==> config.mk <==
export PLATFORM = sky130hd
export DESIGN_NAME = l_class_oc_echo_queue
export DESIGN_NICKNAME = d
export VERILOG_FILES = /design/src/rtl/l_class_oc_echo_queue.sv
export SDC_FILE = /design/constraint.sdc
export NUM_CORES = 1
export LEC_CHECK = 0
export CAP_MARGIN = 25
export CORE_AREA = 2 2 137 139
export CTS_CLUSTER_DIAMETER = 100
export DETAILED_ROUTE_END_ITERATION = 10
export DIE_AREA = 0 0 139 141
export DONT_BUFFER_PORTS = 1
export PLACE_DENSITY = 0.84
export SETUP_SLACK_MARGIN = 0.5
export SKIP_CTS_REPAIR_TIMING = 1
export SLEW_MARGIN = 20
export SYNTH_ARGS = -nofsm -noshare
export SYNTH_HDL_FRONTEND = slang
export SYNTH_SLANG_ARGS = --single-unit
==> constraint.sdc <==
create_clock -name CLK -period 3.8 [get_ports CLK]
set_input_delay 0.38 -clock CLK [delete_from_list [all_inputs] [get_ports CLK]]
set_output_delay 0.38 -clock CLK [all_outputs]
set_load 0.1 [all_outputs]
==> src/rtl/l_class_oc_echo_queue.sv <==
// l_class_oc_echo_queue
// ---------------------------------------------------------------------------
// Upstream feeder for the l_class_OC_foo indication consumer. Incoming
// say(meth, v) requests are stored in a DEPTH-entry FIFO. They are replayed in
// order as indication heard(meth, v) calls. A heard call fires through the
// scheduler rule "respond" (rule_ready / rule_enable), so the top-level
// scheduler arbitrates it like any other rule.
//
// Ports
//   CLK                    in   1   clock, all state updates on posedge
//   nRST                   in   1   synchronous active-low reset
//   request_say__ENA       in   1   enqueue strobe (ignored while RDY is low)
//   request_say_meth       in  32   method id to enqueue
//   request_say_v          in  32   payload to enqueue
//   request_say__RDY       out  1   FIFO not full
//   indication_heard__ENA  out  1   heard call fires this cycle
//   indication_heard_meth  out 32   head-entry meth (valid while not empty)
//   indication_heard_v     out 32   head-entry v    (valid while not empty)
//   indication_heard__RDY  in   1   downstream can accept a heard call
//   rule_enable            in   1   scheduler grant for rule "respond"
//   rule_ready             out  1   rule "respond" can fire
//   sent_count             out 32   heard calls issued since reset (wraps)
// ---------------------------------------------------------------------------
module l_class_oc_echo_queue #(
    parameter int DEPTH = 4,
    parameter int CNTW  = 3
) (
    input  logic        CLK,
    input  logic        nRST,
    input  logic        request_say__ENA,
    input  logic [31:0] request_say_meth,
    input  logic [31:0] request_say_v,
    output logic        request_say__RDY,
    output logic        indication_heard__ENA,
    output logic [31:0] indication_heard_meth,
    output logic [31:0] indication_heard_v,
    input  logic        indication_heard__RDY,
    input  logic        rule_enable,
    output logic        rule_ready,
    output logic [31:0] sent_count
);

    localparam int PTRW = $clog2(DEPTH);

    // Each entry is {meth, v}.
    logic [63:0]     r_mem [DEPTH];
    logic [PTRW-1:0] r_wr_ptr;
    logic [PTRW-1:0] r_rd_ptr;
    logic [CNTW-1:0] r_count;
    logic [31:0]     r_sent_count;

    logic w_full;
    logic w_empty;
    logic w_enq;
    logic w_deq;
    logic w_rule_ready;

    assign w_full       = (r_count == CNTW'(DEPTH));
    assign w_empty      = (r_count == '0);
    assign w_enq        = request_say__ENA && !w_full;
    assign w_rule_ready = !w_empty && indication_heard__RDY;
    assign w_deq        = rule_enable && w_rule_ready;

    assign request_say__RDY      = !w_full;
    assign rule_ready            = w_rule_ready;
    assign indication_heard__ENA = w_deq;
    // Head is read straight from storage; a freshly written entry only shows
    // up once count has moved off zero, so there is no write-to-read bypass.
    assign indication_heard_meth = r_mem[r_rd_ptr][63:32];
    assign indication_heard_v    = r_mem[r_rd_ptr][31:0];
    assign sent_count            = r_sent_count;

    // Storage has no reset: contents are meaningless until count says so.
    always_ff @(posedge CLK) begin
        if (nRST && w_enq) begin
            r_mem[r_wr_ptr] <= {request_say_meth, request_say_v};
        end
    end

    // Pointers are exactly log2(DEPTH) bits, so plain increment wraps mod DEPTH.
    always_ff @(posedge CLK) begin
        if (!nRST) begin
            r_wr_ptr     <= '0;
            r_rd_ptr     <= '0;
            r_count      <= '0;
            r_sent_count <= '0;
        end else begin
            if (w_enq) begin
                r_wr_ptr <= r_wr_ptr + 1'b1;
            end
            if (w_deq) begin
                r_rd_ptr     <= r_rd_ptr + 1'b1;
                r_sent_count <= r_sent_count + 32'd1;
            end
            case ({w_enq, w_deq})
                2'b10:   r_count <= r_count + 1'b1;
                2'b01:   r_count <= r_count - 1'b1;
                default: r_count <= r_count;
            endcase
        end
    end

endmodule

==> results.md <==
* Final worst path period need at 2.95 ns
* FILL cells at roughly 1,000
* Final setup margin at between 0.8 and 0.9 ns
* RSZ-0062 raised after global routing: no
* Global Route Usage Sum at between 10% and 20%
* DPL Wire Length at 11,700 microns
* FF/Latch Area at between 8000 and 9000 sq um
* CTS sink count at 297
* CTS Buf Count at 28
* Remaining antenna violation count after routing at 0
* Routed vias/inst at approximately 6.1
* FFs w/ async S/R, synth at 0%
* Syn-to-layout area delta at 18.0%
* Seq/Total Area, Yosys at about three quarters
* CP Cell Sequence: or3b_2 -> and2_1 -> inv_1 -> ha_1 -> inv_1 -> fa_1 -> xor2_1 -> or3_1 -> a21oi_1
* Critical path arrival at about 3.4 ns
* Clk root buf: clkbuf_16
* Yosys Warn Count at 0
* First-pass GRT wire length at between 30,000 and 40,000 microns
* Most frequent cells in the layout: edfxtp_1, dlygate4sd3_1, mux4_2
* Synthesized flop and latch total at between 200 and 300
* Core Util, Final at 72.6%
* Rel. slew slack at between 20 and 30%
* Overflow after GRT at 0
* Final max-slew violation count at 0
* WL per Instance at about 23 microns
* Commonest non-fill, non-tap cell in the layout: edfxtp_1
* Slew at the pin closest to its max-slew limit at between 1 and 1.5 ns
* Worst-Skew Late Latency at about 0.52 ns
* CTS tree: done
* Layout Cells excl Fill at between 900 and 1,000
* Max Clk Rate at between 0.3 and 0.4 GHz
* IO Count at between 150 and 200
* Average size of a mapped cell at 19.8 sq um
* Final GP Congestion at approximately 0.83
* Initial antenna violation count at 0
* Status: finished clean
* Cell row count at 50
* Area of the multi-input gates at around 2600 sq um
* Total wire length at approximately 21,000 microns
* Met2 usage in global routing at around 36%
* Die W at between 100 and 150 microns
* Ant. Diodes at 0
* Number of setup violations in the final report at 0
* Nets@finish at 743
* CTS Buffer Depth at 3
* Gr busiest metal: met2
* Synthesized Nets at approximately 640
* Worst min-delay path startpoint: nRST
* Fin. Hold Viols at 0
* CTS H-tree lvls at 1
* # DRC at 0
* Largest net degree at the start of global routing at between 60 and 70
* Hold/Removal Path Class: in -> reg
* Leak at around 4.2 nW
* Min-Delay Endpoint: sent_count[25]
* Buf/Inv on CP at 2
* Number of global-route vias before repair at between 5,000 and 6,000
* DR iter-0 viols at roughly 370
* Synth Instances at around 570
* Starting Density at around 60%
* Min-Delay Path Depth at 2
* Number of synthesized flops with an enable pin at about 260
* Synthesized area at roughly 11,000 sq um
* Worst-path clk slew at 0.06 ns
* Critical path class: reg -> reg
* I/O Buffers at 0
* Type of destination of the critical path: flip-flop
* CP max FO at 7
* Total negative slack at 0 ns
* Final hold slack at between 0.015 and 0.02 ns
* Met3 usage at a little over 6%
* Internal reg-to-reg setup slack at between 0.8 and 0.9 ns
* Slowest cell on crit path: or3b_2
* Layout cells sized above 1 at between 20% and 30%
* Count of cell types in the netlist at 39
* Worst Path Required at around 4.2 ns
* FF-to-FF Start: r_count[2]
* Startpoint types: flip-flop
* Max Cap Violations at 0
* Dominant synthesized flop cell: edfxtp_1
* Worst R2R Path Depth at 9
* Die area at between 15,000 and 20,000 sq um
* Met1 layer usage reported by global route at a little under a quarter
* Worst path top cell family by delay: simple AND/OR/NAND/NOR gates
* Pre-CTS WS at roughly 0.9 ns
* Clk_skew at 0.00998 ns
* Critical Path Start: r_count[2]
* Fin crit share at 77.7%
* Chip height at approximately 140 microns
* Vias at 5,660
* Largest stage delay, worst path at about 0.75 ns
* Peak VDD IR at 0.469 mV
* RR Endpoint: r_count[2]
* CORE AREA at ~18,000 sq um
* Most numerous cell on the critical path: inv_1
* PwrDens at approximately 580 nW/um^2
* DRT Pass-1 Iters at 6
* Cell total after placement at 800
where the power goes:
part           internal, mW  leakage [nW]  switching [mW]  total (mW)
combinational         0.265          1.10            1.07        1.34
clock                  1.52         0.426            1.07        2.59
sequential             3.67          2.66          0.0745        3.74
routing by layer:
metal | vias to the layer above | share of wire [%]
li1 | 2511 | -
met1 | 2855 | 37
met2 | 264 | 54
met3 | 30 | 7.6
met4 | 0 | 1.5
met5 | - | 0
cells in the mapped netlist, drive strengths merged, types with 7 or more instances:
cell,count,share of area (%)
nand2,23,0.77
nor2,16,0.53
buf,9,0.51
o31ai,10,0.67
nand3,10,0.56
nand4,7,0.58
or4,10,0.67
a21oi,20,0.89
xor2,7,0.55
edfxtp,256,68
inv,13,0.46
dfxtp,41,7.3
and3,10,0.56
mux4,64,13
clkbuf,13,0.43
stage by stage:
step / power, mW / cell area, sq um
4_1_cts: 7.64 / 12500
2_1_floorplan: 4.96 / 11200
5_1_grt: 7.89 / 13300
3_3_place_gp: 5.05 / 11600
6_report: 7.67 / 13300
3_5_place_dp: 5.07 / 11600
logic make-up after synthesis:
kind of cell	count (synthesis)	share of synthesized area (%)
and+or+nand+nor	102	5.28
AOI/OAI and AO/OA	43	2.42
adders and majority gates	7	0.847
DFF	297	75.8
muxes	69	13.3
buffers and inverters	35	1.40
xor gates and xnor gates	13	1.01
flip-flops by register name (all words and copies together), names as in the netlist, named ones only:
| signal | flops |
|---|---|
| sent_count | 32 |
| r_mem | 256 |
| r_rd_ptr | 2 |
| r_count | 3 |
| r_wr_ptr | 2 |
how the worst max path moves through the flow:
stage	end	slack [ns]	cells after the start
after floorplan	r_count[2]	1.01	10
after global placement	r_count[2]	0.97	9
after detailed placement	r_count[2]	0.87	9
after CTS	indication_heard_v[14]	0.84	2
after global routing	r_count[2]	0.68	9
final	r_count[2]	0.85	9
area by class of cell:
type	instances	share of cell area, %
Clock buffer	49	6.49
Clock inverter	3	0.104
Inverter	13	0.387
Multi-Input combinational cell	234	19.5
Sequential cell	297	64.2
Tap cell	234	2.21
Timing Repair Buffer	93	7.06
(Power assumes the default switching activity.)
